## src/rtl/adc_sample_buffer.sv

```systemverilog
// Sample buffer behind the ADC SPI controller: filters samples by channel mask,
// tags them with channel and timestamp, and queues them in a synchronous FIFO.
module adc_sample_buffer #(
    parameter int DEPTH  = 16,
    parameter int ADDR_W = 4,
    parameter int OVF_W  = 8
) (
    input  logic                clk,
    input  logic                reset,
    input  logic                sample_valid,
    input  logic [11:0]         sample,
    input  logic [3:0]          sample_channel,
    input  logic [15:0]         chan_enable,
    input  logic                clear,
    input  logic                rd_en,
    output logic [31:0]         rd_data,
    output logic                rd_valid,
    output logic                empty,
    output logic                full,
    output logic [ADDR_W:0]     count,
    output logic                overflow,
    output logic [OVF_W-1:0]    ovf_count
);

    localparam logic [ADDR_W:0]  FULL_CNT = (ADDR_W+1)'(DEPTH);
    localparam logic [OVF_W-1:0] OVF_MAX  = {OVF_W{1'b1}};

    logic [31:0]       mem_q [DEPTH];
    logic [ADDR_W-1:0] wr_ptr_q, wr_ptr_d, rd_ptr_q, rd_ptr_d;
    logic [ADDR_W:0]   count_q, count_d;
    logic [15:0]       ts_q, ts_d;
    logic [31:0]       rd_data_q, rd_data_d;
    logic              rd_valid_q, rd_valid_d;
    logic              empty_q, empty_d, full_q, full_d;
    logic              overflow_q, overflow_d;
    logic [OVF_W-1:0]  ovf_count_q, ovf_count_d;
    logic              wr_req_s, rd_ok_s, wr_ok_s, drop_s;
    logic [31:0]       word_s;

    // A full FIFO still takes a write when a read frees a slot in the same cycle.
    always_comb begin
        wr_req_s    = sample_valid & chan_enable[sample_channel];
        rd_ok_s     = rd_en & (count_q != {(ADDR_W+1){1'b0}});
        wr_ok_s     = wr_req_s & (~full_q | rd_ok_s);
        drop_s      = wr_req_s & ~wr_ok_s;
        word_s      = {sample_channel, sample, ts_q};
        wr_ptr_d    = wr_ptr_q;
        rd_ptr_d    = rd_ptr_q;
        count_d     = count_q;
        ts_d        = ts_q + 16'd1;
        rd_data_d   = rd_data_q;
        rd_valid_d  = 1'b0;
        overflow_d  = overflow_q;
        ovf_count_d = ovf_count_q;
        if (clear) begin
            wr_ptr_d    = {ADDR_W{1'b0}};
            rd_ptr_d    = {ADDR_W{1'b0}};
            count_d     = {(ADDR_W+1){1'b0}};
            ts_d        = 16'd0;
            rd_data_d   = 32'd0;
            overflow_d  = 1'b0;
            ovf_count_d = {OVF_W{1'b0}};
        end else begin
            if (wr_ok_s) begin
                wr_ptr_d = wr_ptr_q + ADDR_W'(1);
            end else begin
                wr_ptr_d = wr_ptr_q;
            end
            if (rd_ok_s) begin
                rd_ptr_d   = rd_ptr_q + ADDR_W'(1);
                rd_data_d  = mem_q[rd_ptr_q];
                rd_valid_d = 1'b1;
            end else begin
                rd_ptr_d   = rd_ptr_q;
            end
            case ({wr_ok_s, rd_ok_s})
                2'b10:   count_d = count_q + (ADDR_W+1)'(1);
                2'b01:   count_d = count_q - (ADDR_W+1)'(1);
                default: count_d = count_q;
            endcase
            if (drop_s) begin
                overflow_d = 1'b1;
                if (ovf_count_q != OVF_MAX) begin
                    ovf_count_d = ovf_count_q + OVF_W'(1);
                end else begin
                    ovf_count_d = ovf_count_q;
                end
            end else begin
                overflow_d = overflow_q;
            end
        end
        empty_d = (count_d == {(ADDR_W+1){1'b0}});
        full_d  = (count_d == FULL_CNT);
    end

    // State registers with synchronous active-low reset.
    always_ff @(posedge clk) begin
        if (!reset) begin
            wr_ptr_q    <= {ADDR_W{1'b0}};
            rd_ptr_q    <= {ADDR_W{1'b0}};
            count_q     <= {(ADDR_W+1){1'b0}};
            ts_q        <= 16'd0;
            rd_data_q   <= 32'd0;
            rd_valid_q  <= 1'b0;
            empty_q     <= 1'b1;
            full_q      <= 1'b0;
            overflow_q  <= 1'b0;
            ovf_count_q <= {OVF_W{1'b0}};
        end else begin
            wr_ptr_q    <= wr_ptr_d;
            rd_ptr_q    <= rd_ptr_d;
            count_q     <= count_d;
            ts_q        <= ts_d;
            rd_data_q   <= rd_data_d;
            rd_valid_q  <= rd_valid_d;
            empty_q     <= empty_d;
            full_q      <= full_d;
            overflow_q  <= overflow_d;
            ovf_count_q <= ovf_count_d;
        end
    end

    // Storage array; contents are don't-care until written.
    always_ff @(posedge clk) begin
        if (reset && !clear && wr_ok_s) begin
            mem_q[wr_ptr_q] <= word_s;
        end
    end

    assign rd_data   = rd_data_q;
    assign rd_valid  = rd_valid_q;
    assign empty     = empty_q;
    assign full      = full_q;
    assign count     = count_q;
    assign overflow  = overflow_q;
    assign ovf_count = ovf_count_q;

endmodule

```

## config.mk

```make
export PLATFORM = sky130hd
export DESIGN_NAME = adc_sample_buffer
export DESIGN_NICKNAME = d
export VERILOG_FILES = /design/src/rtl/adc_sample_buffer.sv
export SDC_FILE = /design/constraint.sdc
export NUM_CORES = 1
export LEC_CHECK = 0
export CORE_ASPECT_RATIO = 0.8
export CORE_UTILIZATION = 45
export CTS_CLUSTER_SIZE = 25
export DETAILED_ROUTE_END_ITERATION = 6
export PLACE_DENSITY_LB_ADDON = 0.05
export SLEW_MARGIN = 20
export SYNTH_ARGS = -nofsm -noshare
export SYNTH_HDL_FRONTEND = slang
export SYNTH_SLANG_ARGS = --single-unit
```

## constraint.sdc

```tcl
create_clock -name clk -period 10.8 [get_ports clk]
set_clock_uncertainty 0.15 [all_clocks]
set_input_delay 1.08 -clock clk [delete_from_list [all_inputs] [get_ports clk]]
set_output_delay 1.08 -clock clk [all_outputs]
set_load 0.02 [all_outputs]
```

# After elaboration in Yosys (flattened, before gate mapping)
# Memories as Yosys holds them, arrays and structs flattened. A register that Yosys moved wholly into a read port is not among the register bits.
# Cells that the tools add are included.
classes:
  bitwise: 8
  n_mux: 7
  reduce_logical: 7
  n_eq_ne: 4
  addsub: 6
  order_cmp: 1
ops:
  columns: ["op", "count"]
  rows:
  - ["$add A16 B1 Y16 const B", 1]
  - ["$pmux W5 S2", 1]
  - ["$add A4 B1 Y4 const B", 2]
  - ["$add A8 B1 Y8 const B", 1]
  - ["$ne A8 B8 Y1 const B", 1]
  - ["$add A5 B1 Y5 const B", 1]
  - ["$eq A5 B5 Y1 const B", 1]
  - ["$logic_not A5 Y1", 1]
  - ["$lt A4 B5 Y1 const B", 1]
  - ["$mux W5", 1]
  - ["$reduce_bool A5 Y1", 1]
  - ["$sub A5 B1 Y5 const B", 1]
  - ["$and A1 B1 Y1", 4]
  - ["$bmux W1 S4", 1]
  - ["$mux W1", 4]
  - ["$not A1 Y1", 3]
  - ["$eq A2 B1 Y1 const B", 1]
  - ["$eq A2 B2 Y1 const B", 1]
  - ["$logic_and A1 B1 Y1", 2]
  - ["$reduce_and A2 Y1", 1]
  - ["$reduce_or A2 Y1", 1]
  - ["$logic_not A1 Y1", 1]
  - ["$or A1 B1 Y1", 1]
totals:
  ff_bits: 41
  n_memories: 1
  ramBits: 512
  elab_cells: 43
  output_inout_bits: 49
  in_bits: 37
memory_table:
  columns: ["memory", "words", "width", "read_ports", "rd_clocked_by_memory_dff", "write_ports", "line_no", "source"]
  rows:
  - ["mem_q", 16, 32, 1, 1, 1, "28", "logic [31:0] mem_q [DEPTH];"]

# Depth between registers and ports, before layout
# Gate-level depths: netlist (run 1).
depth:
  word_depth: 8
  ltp_mapped: 15

# Least setup slack after synthesis (run 1)
# Ideal clock, no wire load.
synth_path:
  path_type: "input port to flip-flop"
  start: "in sample_channel[2]"
  end: "mem mem_q[3][0] (enable)"
  required_ns: 10.149
  setup_time_ns: 0.501
  path_buffers: 2
  cell_stages: 8
  arrival_time_ns: 5.288
  path_slack_ns: 4.860
  path_cell_list: "buf_2 -> mux2_1 -> o311ai_0 -> o22a_2 -> nor2_4 -> inv_2 -> buf_2 -> nor4_1"
synth_via:
  elab_chain_len: 7
synth_lines:
  columns: ["item", "line_no", "source"]
  rows:
  - ["start: declaration", "12", "input logic [3:0] sample_channel,"]
  - ["$bmux W1 S4", "42", "wr_req_s = sample_valid & chan_enable[sample_channel];"]
  - ["$mux W1 (implied by the code)", "42", null]
  - ["$and A1 B1 Y1", "42", null]
  - ["$and A1 B1 Y1", "44", "wr_ok_s = wr_req_s & (~full_q | rd_ok_s);"]
  - ["$logic_and A1 B1 Y1", "125", "if (reset && !clear && wr_ok_s) begin"]
  - ["$mux W1", "125", null]
  - ["$mux W1 (implied by the code)", "126", "mem_q[wr_ptr_q] <= word_s;"]
  - ["end: declaration", "28", null]
# No other way between the ends. The select of a mux whose other input is x is not followed.

# Final worst setup path (run 1)
layout_path:
  start: "in sample_channel[0]"
  end: "reg full_q, in the netlist full"
layout_via:
  elab_chain_len: 8
  word_cells_on_any_way: 9
  classes_between: "eq/ne (3); mux (4); bitwise (2)"
layout_lines:
  columns: ["item", "line_no", "source"]
  rows:
  - ["$bmux W1 S4 *", "42", null]
  - ["$mux W1 (implied by the code) *", "42", null]
  - ["$and A1 B1 Y1 *", "42", null]
  - ["$and A1 B1 Y1 *", "44", null]
  - ["$eq A2 B1 Y1 or $eq A2 B2 Y1 (tied branches)", "76", "case ({wr_ok_s, rd_ok_s})"]
  - ["$pmux W5 S2 *", "76", null]
  - ["$mux W5 *", "55", "if (clear) begin"]
  - ["$eq A5 B5 Y1 *", "93", "full_d = (count_d == FULL_CNT);"]
  - ["end signal: assignment", "117", "full_q <= full_d;"]
  - ["end: declaration", "34", "logic empty_q, empty_d, full_q, full_d;"]
# Every way passes the cells marked *; elsewhere a longest branch is shown, timed or not. The select of a mux whose other input is x is not followed.
# A chain may end at the register's enable or synchronous reset.

==> results of run 1 <==
==> where the power goes <==
group	internal, W	switching [W]
Clock	0.00106	0.000826
Combinational	0.0000664	0.0000877
Sequential	0.00245	0.0000104
Total	0.00357	0.000924
==> flip-flops by register name, indices dropped and copies added, names as in the netlist <==
signal and cells:
full 1, wr_ptr_q 4, count 5, rd_ptr_q 4
ts_q 16, overflow 1, rd_data 32, rd_valid 1
ovf_count 8, mem_q 512, empty 1
==> cell usage after synthesis (12+ instances only) <==
| cell | count | area, um^2 |
|---|---|---|
| edfxtp_1 | 512 | 15400 |
| mux4_2 | 160 | 3600 |
| nand2_1 | 85 | 319 |
| dfxtp_1 | 73 | 1460 |
| a21oi_1 | 46 | 230 |
| nor2_1 | 26 | 97.6 |
| clkbuf_1 | 23 | 86.3 |
| buf_2 | 16 | 80.1 |
| xor2_1 | 15 | 131 |
| buf_6 | 12 | 135 |
| nor3_1 | 12 | 60.1 |
==> layout by cell type, fill, tap and decap left out, types with 15 or more instances in the layout <==
cell	instances
xor2_1	15
a21oi_1	46
nand2_1	85
edfxtp_1	512
mux4_2	160
nor2_1	26
buf_4	29
clkdlybuf4s50_1	85
clkbuf_1	18
dfxtp_1	69
clkbuf_16	59
==> kinds of logic after synthesis <==
family	Yosys count
mux	167
simple gates	183
buf+inv	74
flops	585
fa+ha+maj	12
compound gates	78
xor+xnor	18
==> area by class of cell <==
class | count | area (um^2)
Fill cell | 3940 | 23600
Sequential cell | 585 | 16800
Multi-Input combinational cell | 458 | 5450
Clock buffer | 82 | 1610
Timing Repair Buffer | 115 | 1090
Tap cell | 675 | 845
Clock inverter | 26 | 150
Inverter | 11 | 41.3
==> per-layer routing <==
layer  track usage [%]  vias up  share of wire [%]
met4              5.50        2                1.5
met2              31.9      317                 46
met5                 0        -              0.033
li1                  -     4796                  -
met1              32.0     5917                 47
met3              3.52       60                5.6
==> final timing paths <==
path	to	slack [ps]	cells after the start
worst max-delay path	full	5460	14
worst min-delay path	rd_data[19]	300	2
worst max register to register	full	6060	14
worst min register to register	rd_data[19]	300	2
==> metrics by stage <==
| stage | area (um^2) | utilization [%] | setup WS [ps] | instances |
|---|---|---|---|---|
| after floorplan | 22600 | - | 4860 | 1117 |
| final | 26000 | 52.5 | 5460 | 1952 |
| after global placement | 24300 | 48.9 | 4990 | 1844 |
| after detailed placement | 24300 | 48.9 | 4860 | 1844 |
| after global routing | 26000 | 52.5 | 5260 | 1952 |
| after CTS | 26000 | 52.5 | 5500 | 1952 |
==> tightest hold or removal path: stages (launching register included) <==
cell and delay, ps:
dfxtp_1 300, nand2_1 50, a21oi_1 50
==> impl_metrics.env, run 1 <==
export IMPL_relSlewSlack_pct=26.0
export IMPL_gp_congestion=0.759
export IMPL_min_path_type="reg -> reg"
export IMPL_synth_edf_count=512
export IMPL_ir_drop_mv=0.147
export IMPL_finalSetupViolCount=0
export IMPL_cp_end_kind="flop"
export IMPL_cp_start_kind="input pin"
export IMPL_io_pins=86
export IMPL_rsz0062_at_grt="false"
export IMPL_antenna_found_initial=1
export IMPL_finalHoldViolations=0
export IMPL_firstDrtPassIters=6
export IMPL_muxShareOfSynthArea_pct=16.4
export IMPL_period_share_pct=49.4
export IMPL_die_y_um=202
export IMPL_cts_made_buffers=58
export IMPL_post_cts_buffers=0
export IMPL_worstPathArrival_ps=5660
export IMPL_power_density_nw_per_um2=173
export IMPL_clk_pin_slew_ps=60
export IMPL_yosysWarningCount=0
export IMPL_cts_tree="yes"
export IMPL_dieArea_um2=51100
export IMPL_first_iter_violations=961
export IMPL_io_buffers=85
export IMPL_vias=11100
export IMPL_synth_seq_area_share_pct=74.5
export IMPL_crit_chain="clkdlybuf4s50_1, mux4_1, o22ai_1, o22a_2, nor2_4, inv_2, ha_1, inv_1, fa_1, nor2b_1, o21ai_1, and3_1, or4_1, a2111oi_0"
export IMPL_critPathMaxFanout=21
export IMPL_synth_area_per_cell_um2=20.2
export IMPL_min_period_ps=5340
export IMPL_cts_buffer_depth=3
export IMPL_antenna_cells=0
export IMPL_synthAdderAreaFrac_pct=0.698
export IMPL_final_layout_size_suffix_gt1_share_pct=23.4
export IMPL_grt_max_degree=93
export IMPL_max_stage_delay_ps=930
export IMPL_drc=0
export IMPL_startpoint="sample_channel[0]"
export IMPL_initial_utilization_pct=45.6
export IMPL_power_total_w=0.00450
export IMPL_grt_pass1_vias=11200
export IMPL_maxClockFrequency_mhz=187
export IMPL_ys_seq_elements=585
export IMPL_maxCapViolations=0
export IMPL_vias_per_cell=5.68
export IMPL_worstHoldStart="rd_data[19]"
export IMPL_cp_top_family="buffers and inverters"
export IMPL_synthSimpleGateAreaFrac_pct=3.85
export IMPL_p_leak_nw=7.76
export IMPL_netlist_instances=1117
export IMPL_crit_buf_inv=3
export IMPL_async_reset_ff_share_pct=0
export IMPL_cts_resized=0
export IMPL_area_growth_syn_to_layout_pct=15.2
export IMPL_ctsHoldBuffers=0
export IMPL_run_status="complete, no violations"
export IMPL_hpwl_um=25600
export IMPL_clk_latency_ps=610
export IMPL_synth_top_family_by_area="multiplexers"
export IMPL_ant_nets=0
export IMPL_grt_usage_pct=21.1
export IMPL_tightest_slew_ps=1110
export IMPL_synth_distinct_cells=56
export IMPL_overflow=0
export IMPL_layout_nets=1278
export IMPL_r2r_start="count[0]"
export IMPL_fin_setup_tns_ps=0
export IMPL_post_drt_wl_per_cell_um=26.7
export IMPL_crit_type="in -> reg"
export IMPL_ys_flop_type="edfxtp_1"
export IMPL_worstPathRequired_ps=11130
export IMPL_cpMaxStageDelayCell="clkdlybuf4s50_1"
export IMPL_synth_compound_area_share_pct=2.08
export IMPL_netlist_area_um2=22600
export IMPL_cts_htree_levels=2
export IMPL_rows=73
export IMPL_core_um2=49600
export IMPL_synth_xor_area_share_pct=0.698
export IMPL_die_x_um=253
export IMPL_grt_pass1_wl_um=77000
export IMPL_cts_sinks=585
export IMPL_wl_um=52200
export IMPL_syn_nets=1166
export IMPL_whs_ps=302
export IMPL_maxSlewViolCount=0
export IMPL_root_buffer="clkbuf_16"
(Power assumes the default switching activity.)
==> run 2, diff against run 1 <==
==> constraint.sdc (replaced) <==
create_clock -name clk -period 5.41 [get_ports clk]
set_clock_uncertainty 0.15 [all_clocks]
set_input_delay 0.541 -clock clk [delete_from_list [all_inputs] [get_ports clk]]
set_output_delay 0.541 -clock clk [all_outputs]
set_load 0.02 [all_outputs]
==> impl_metrics.env, run 2 (synthesis results as in run 1) <==
export IMPL_run_status="complete, no violations"
export IMPL_worstPathArrival_ps=4720
export IMPL_min_path_type="reg -> reg"
export IMPL_dieArea_um2=51100
export IMPL_rows=73
export IMPL_relSlewSlack_pct=32.8
export IMPL_ir_drop_mv=0.226
export IMPL_cp_start_kind="input pin"
export IMPL_cp_end_kind="flop"
export IMPL_clk_latency_ps=600
export IMPL_grt_pass1_wl_um=76400
export IMPL_worstPathRequired_ps=5750
export IMPL_power_density_nw_per_um2=352
export IMPL_period_share_pct=81.0
export IMPL_cts_buffer_depth=3
export IMPL_crit_type="in -> reg"
export IMPL_grt_pass1_vias=11300
export IMPL_finalHoldViolations=0
export IMPL_largest_reg_flops=512
export IMPL_gp_congestion=0.731
export IMPL_min_period_ps=4380
export IMPL_area_growth_syn_to_layout_pct=16.5
export IMPL_maxClockFrequency_mhz=228
export IMPL_io_pins=86
export IMPL_seq_power_share_pct=53.0
export IMPL_p_leak_nw=7.95
export IMPL_overflow=0
export IMPL_cpMaxStageDelayCell="clkdlybuf4s50_1"
export IMPL_firstDrtPassIters=5
export IMPL_final_layout_size_suffix_gt1_share_pct=25.1
export IMPL_post_drt_wl_per_cell_um=26.4
export IMPL_ctsHoldBuffers=0
export IMPL_antenna_cells=0
export IMPL_tightest_slew_ps=1010
export IMPL_p_sw_share_pct=20.2
export IMPL_cts_sinks=585
export IMPL_ant_nets=0
export IMPL_maxSlewViolCount=0
export IMPL_post_cts_buffers=0
export IMPL_internal_power_w=0.00739
export IMPL_root_buffer="clkbuf_16"
export IMPL_critPathMaxFanout=13
export IMPL_pwr_share_clk_pct=43.6
export IMPL_antenna_found_initial=2
export IMPL_cts_made_buffers=58
export IMPL_layout_nets=1290
export IMPL_die_y_um=202
export IMPL_io_buffers=85
export IMPL_initial_utilization_pct=45.6
export IMPL_max_stage_delay_ps=720
export IMPL_cts_resized=0
export IMPL_grt_usage_pct=20.9
export IMPL_grt_max_degree=79
export IMPL_final_common_cell="edfxtp_1"
export IMPL_final_cell_mix="edfxtp_1, mux4_2, nand2_1, clkdlybuf4s50_1, dfxtp_1"
export IMPL_comb_power_share_pct=3.4
export IMPL_hpwl_um=27100
export IMPL_crit_chain="clkdlybuf4s50_1, mux2_1, o311ai_0, o22a_2, nor2_4, inv_2, ha_1, inv_1, fa_1, nor2b_1, o21ai_1, and3_1, or4_1, a2111oi_0"
export IMPL_core_um2=49600
export IMPL_finalSetupViolCount=0
export IMPL_top_register="mem_q"
export IMPL_clk_pin_slew_ps=60
export IMPL_fin_util_pct=53.1
export IMPL_cts_htree_levels=2
export IMPL_rsz0062_at_grt="false"
export IMPL_maxCapViolations=0
export IMPL_vias_per_cell=5.64
export IMPL_fin_setup_tns_ps=0
export IMPL_vias=11100
export IMPL_drc=0
export IMPL_cts_tree="yes"
export IMPL_netSwitchingPower_w=0.00187
export IMPL_first_iter_violations=1111
export IMPL_wl_um=51900
export IMPL_die_x_um=253
run 2: cell count changes in the layout (fill, tap and decap cells not counted), sizes merged:
cell	change
clkinvlp	+2
clkbuf	+1
bufinv	+4
buf	+12
clkinv	-6
run 2: path summary, 6_finish.rpt:
path	from	to	slack (ps)	cells after the start
worst min register to register	rd_data[4]	rd_data[4]	300	2
worst min-delay path	rd_data[4]	rd_data[4]	300	2
worst max register to register	count[0]	full	1290	13
worst max-delay path	sample_channel[2]	full	1030	14
run 2: critical path, delay by kind of cell:
| family | cells | cell delay (ps) |
|---|---|---|
| compound gates | 4 | 1190 |
| buf+inv | 3 | 1080 |
| simple gates | 4 | 860 |
| fa+ha+maj | 2 | 660 |
| mux | 1 | 360 |
run 2: per-stage QoR:
step | total power [W] | std cells | setup WS (ps) | area [um^2] | hold slack (ps)
floorplan | 0.00519 | 1117 | 9.41 | 22600 | 351
global placement | 0.00532 | 1855 | 491 | 24400 | 293
detailed placement | 0.00532 | 1855 | 395 | 24400 | 297
CTS | 0.00936 | 1964 | 1060 | 26300 | 305
global route | 0.00955 | 1965 | 801 | 26300 | 321
finish | 0.00926 | 1965 | 1030 | 26300 | 302
run 2: routing by layer:
metal | share of wire, % | vias to the layer above | wire length (um) | global-route usage (%)
met2 | 45 | 304 | 23500 | 31.6
li1 | - | 4825 | - | -
met4 | 1.6 | 2 | 848 | 5.15
met3 | 5.6 | 60 | 2930 | 3.55
met5 | 0.025 | - | 13 | 0
met1 | 47 | 5888 | 24600 | 31.8
run 2: final cells by class:
type                    count  area [um^2]
well taps                 675          845
repair buffers            127         1210
fillers                  3899        23300
flip-flops and latches    585        16800
clock buffers              83         1660
clock inverters            26          270
multi-input cells         458         5450
inverters                  11         41.3
run 2: power by group through the flow:
| stage | logic, W | registers (W) | clock network [W] |
|---|---|---|---|
| final | 0.000317 | 0.00490 | 0.00404 |
| after global routing | 0.000346 | 0.00490 | 0.00430 |
| after CTS | 0.000315 | 0.00491 | 0.00413 |
| after detailed placement | 0.000314 | 0.00501 | 0 |
| after global placement | 0.000312 | 0.00501 | 0 |
| after floorplan | 0.000183 | 0.00501 | 0 |
==> run 3, diff against run 2 <==
==> constraint.sdc (replaced) <==
create_clock -name clk -period 3.6 [get_ports clk]
set_clock_uncertainty 0.15 [all_clocks]
set_input_delay 0.36 -clock clk [delete_from_list [all_inputs] [get_ports clk]]
set_output_delay 0.36 -clock clk [all_outputs]
set_load 0.02 [all_outputs]
==> impl_metrics.env, run 3 (synthesis results as in run 1) <==
export IMPL_run_status="complete, no violations"
export IMPL_power_density_nw_per_um2=516
export IMPL_io_pins=86
export IMPL_grt_pass1_wl_um=75800
export IMPL_p_leak_nw=8.09
export IMPL_fillers=3895
export IMPL_relSlewSlack_pct=49.9
export IMPL_vias_per_cell=5.55
export IMPL_post_drt_wl_per_cell_um=25.6
export IMPL_hpwl_um=26900
export IMPL_post_place_ws_ps=-702
export IMPL_whs_path_depth=2
export IMPL_top_register="mem_q"
export IMPL_final_layout_size_suffix_gt1_share_pct=26.9
export IMPL_dieArea_um2=51100
export IMPL_wl_um=51000
export IMPL_die_x_um=253
export IMPL_initial_utilization_pct=45.6
export IMPL_rrSetupSlack_ps=140
export IMPL_die_y_um=202
export IMPL_placed_cells=1884
export IMPL_antenna_cells=0
export IMPL_vias=11100
export IMPL_holdPathEnd="full"
export IMPL_grt_usage_pct=20.6
export IMPL_fin_util_pct=53.7
export IMPL_whs_ps=231
export IMPL_cp_start_kind="input pin"
export IMPL_cts_htree_levels=2
export IMPL_core_um2=49600
export IMPL_overflow=0
export IMPL_final_cells=1993
export IMPL_area_growth_syn_to_layout_pct=17.8
export IMPL_worstPathRequired_ps=3940
export IMPL_maxCapViolations=0
export IMPL_rr_worst_depth=14
export IMPL_r2r_end="empty"
export IMPL_ir_drop_mv=0.334
export IMPL_cts_tree="yes"
export IMPL_startpoint="sample_channel[2]"
export IMPL_critPathMaxFanout=7
export IMPL_grt_pass1_vias=11300
export IMPL_first_iter_violations=831
export IMPL_ctsHoldBuffers=0
export IMPL_maxClockFrequency_mhz=285
export IMPL_cts_buffer_depth=3
export IMPL_drc=0
export IMPL_worstHoldStart="clear"
export IMPL_crit_type="in -> reg"
export IMPL_clk_pin_slew_ps=60
export IMPL_cp_end_kind="flop"
export IMPL_finalHoldViolations=0
export IMPL_gp_congestion=0.728
export IMPL_tightest_slew_ps=751
export IMPL_final_cell_mix="edfxtp_1, mux4_2, nand2_1"
export IMPL_maxSlewViolCount=0
export IMPL_grt_max_degree=78
export IMPL_min_period_ps=3510
export IMPL_firstDrtPassIters=5
export IMPL_fin_setup_tns_ps=0
export IMPL_period_share_pct=97.4
export IMPL_rows=73
export IMPL_final_common_cell="edfxtp_1"
export IMPL_largest_reg_flops=512
export IMPL_finalSetupViolCount=0
export IMPL_clk_latency_ps=600
export IMPL_root_buffer="clkbuf_16"
export IMPL_ant_nets=0
export IMPL_layout_nets=1319
export IMPL_cts_sinks=585
export IMPL_worstPathArrival_ps=3850
export IMPL_io_buffers=85
export IMPL_min_path_type="in -> reg"
export IMPL_setup_slack_ps=94.7
export IMPL_antenna_found_initial=0
export IMPL_r2r_start="count[4]"
export IMPL_cts_made_buffers=58
## run 3: per-stage QoR
| step | total power [W] | instance area [um^2] |
|---|---|---|
| global placement | 0.00803 | 24700 |
| CTS | 0.0139 | 26600 |
| finish | 0.0137 | 26600 |
| detailed placement | 0.00804 | 24700 |
| global route | 0.0142 | 26600 |
| floorplan | 0.00780 | 22600 |
## run 3: layer usage
layer  track usage (%)  vias to the layer above  wire length [um]  part of all wire (%)
li1                  -                     4874                 -                     -
met4              5.61                        0               992                   1.9
met2              32.2                      211             24300                    48
met5                 0                        -                 0                     0
met1              30.4                     5904             23800                    47
met3              2.88                       63              1920                   3.8
## run 3: timing repair
action                                 4_1_cts  5_1_grt
resized for setup                            1        9
endpoints found under the hold margin        0        0
setup endpoints to repair                    2        3
buffers inserted                             0        1
pin swaps                                    0        3
## run 3: worst max-delay path: stages
cell and delay (ps):
clkdlybuf4s50_1 470, buf_6 140, mux2_2 360, o311ai_4 310
o22a_4 250, nor2_4 60, inv_2 50, ha_2 160
inv_1 60, fa_1 370, nor2b_1 160, o21ai_1 90
and3_1 190, or4_4 420, buf_4 150, a31o_2 210
## run 3: worst max path at each step
stage | end
floorplan | mem_q[7][0]
global placement | empty
detailed placement | full
CTS | empty
global route | empty
finish | empty
## run 3: power by group
group	internal, W	total [W]	switching (W)	leakage [nW]
clock	0.00336	0.00584	0.00249	0.907
sequential	0.00735	0.00737	0.0000202	5.14
combinational	0.000236	0.000521	0.000284	2.04
total	0.0109	0.0137	0.00279	8.09
## run 3: area by class of cell
type                       instances  area, um^2  area share [%]
multi-input combinational        458        5530            20.8
clock buffer                      76        1580            5.94
tap                              675         845            3.17
timing repair buffer             156        1520            5.72
sequential                       585       16800            63.3
inverter                          11        41.3           0.155
clock inverter                    32         248           0.931
==> patch (config.mk and constraints of run 2) <==
Set the parameter `DEPTH` to 64 (it was 16).
--- a/src/rtl/adc_sample_buffer.sv
+++ b/src/rtl/adc_sample_buffer.sv
@@ -1,7 +1,7 @@
 // Sample buffer behind the ADC SPI controller: filters samples by channel mask,
 // tags them with channel and timestamp, and queues them in a synchronous FIFO.
 module adc_sample_buffer #(
-    parameter int DEPTH  = 16,
+    parameter int DEPTH  = 64,
     parameter int ADDR_W = 4,
     parameter int OVF_W  = 8
 ) (
Behaviour: not the same (Yosys sat finds a counterexample within 4 cycles, from zero or initial values and one cycle with reset low).
==> patch against run 2 <==
First-iteration DRC count down 17%. Design area about the same. Synthesized cell count down 0.18%. Power up 0.41%. Utilization about the same. Area after synthesis about the same. Sequential cell count unchanged. Setup slack better by 50 ps. Fmax up 1.2%. Highest routed layer is now met4. Routed wire length up 0.71%.
==> patch: results (changes against run 2) <==
metric,value,unit,change
fin cells,1962,,-0.15%
setup bufs post-CTS,0,,unchanged
dpl cells,1857,,+0.11%
worst flop-to-flop path endpoint,empty,,
layout cell share with drive strength beyond 1,24.81,%,-0.31 points
iteration-0 DRC count of the detailed router,919,,-17%
Unique masters post-synth,53,,-5.4%
largest net degree at the start of global routing,67,,-15%
worst hold start,rd_data[2],,
synth top area cells,"edfxtp_1 (68%), mux4_2 (16%), dfxtp_1 (6.5%)",,
via count,11050,,-0.23%
Synth top cells by count,"edfxtp_1 (512), mux4_2 (161), nand2_1 (82)",,
total CTS buffers,57,,-1.7%
largest delay contributor family on the critical path,buffers and inverters,,
HPWL Detailed,29380,um,+8.3%
worst slew pin tran,1068,ps,+59.18 ps
FILL cells,3926,,+0.69%
sequential element share of the synthesized area,74.56,%,about the same
crit-path max cell delay,610,ps,-110 ps
initial antenna violation count,1,,-1
Mapped Avg Cell Area,20.25,um^2,+0.12%
Crit-path slowest cell,clkdlybuf4s50_1,,
first-pass GRT wire length,78200,um,+2.4%
fmax,230.9,MHz,+1.2%
hold worst-path end,rd_data[2],,
status,"complete, no violations",,
total global-route track usage,21.32,%,+0.40 points
"setup slack, reg-to-reg",1610,ps,+320 ps
CP max FO,20,,+7
Peak VDD IR,0.0002498,V,+11%
WP data arrival,4640,ps,-80 ps
syn_nets,1164,,-0.17%
LEAKAGE,7.929,nW,-0.22%
vias in the first global route,11610,,+3.0%
DR WL/cell,26.65,um,+0.86%
Final Wtd Congestion,0.7695,,+5.2%
==> patch: kinds of logic (layout without fill, tap and decap cells) <==
logic type,Yosys count,after routing,synth area share (%)
adders and majority gates,12,12,0.6981
xor gates and xnor gates,16,16,0.6205
AOI/OAI and AO/OA,80,80,2.166
muxes,166,166,16.37
buffers and inverters,69,240,1.629
and+or+nand+nor,187,187,3.956
other,0,1,0
DFF,585,585,74.56
==> patch: final cells by class <==
cell class | instances | area share [%]
inverter | 11 | 0.1570
tap | 675 | 3.210
timing repair buffer | 125 | 4.566
multi-input combinational | 461 | 20.72
clock buffer | 74 | 5.941
antenna | 1 | 0.009512
clock inverter | 30 | 1.360
sequential | 585 | 64.04
==> patch: worst max path at each step <==
stage	endpoint	cells after the start	from	slack (ps)
floorplan	mem_q[0][0]	6	sample_channel[2]	920
global placement	empty	15	sample_channel[2]	530
detailed placement	empty	15	sample_channel[2]	480
CTS	empty	15	sample_channel[2]	1090
global route	empty	15	sample_channel[2]	690
finish	empty	15	sample_channel[2]	1080
==> patch: power by group <==
part           internal, mW  switching [mW]  total [mW]  leakage [nW]
Combinational         0.126           0.180       0.306          1.83
Clock                  2.41            1.67        4.08         0.953
Sequential             4.89          0.0197        4.91          5.15
Total                  7.43            1.87        9.30          7.93
==> patch: metrics by stage <==
stage	util, %	setup slack (ps)	cell area, um^2	hold slack, ps
floorplan	-	919.1	22580	350.9
global placement	49.16	525.2	24380	293.5
detailed placement	49.16	476.7	24380	295.8
CTS	53.04	1091	26300	305.0
global route	53.04	687.0	26300	316.0
finish	53.04	1079	26310	301.0
==> patch: worst min-delay path: stages (launching register included) <==
cell and delay (ps):
dfxtp_1 310, nand2_1 50, a21oi_1 50
==> patch: layer usage <==
| metal | global-route usage, % | vias to the layer above | routed length [um] |
|---|---|---|---|
| met5 | 0 | - | 0 |
| met1 | 32.29 | 5936 | 24960 |
| met2 | 32.55 | 251 | 24280 |
| li1 | - | 4806 | - |
| met3 | 3.284 | 60 | 2192 |
| met4 | 5.260 | 0 | 866 |
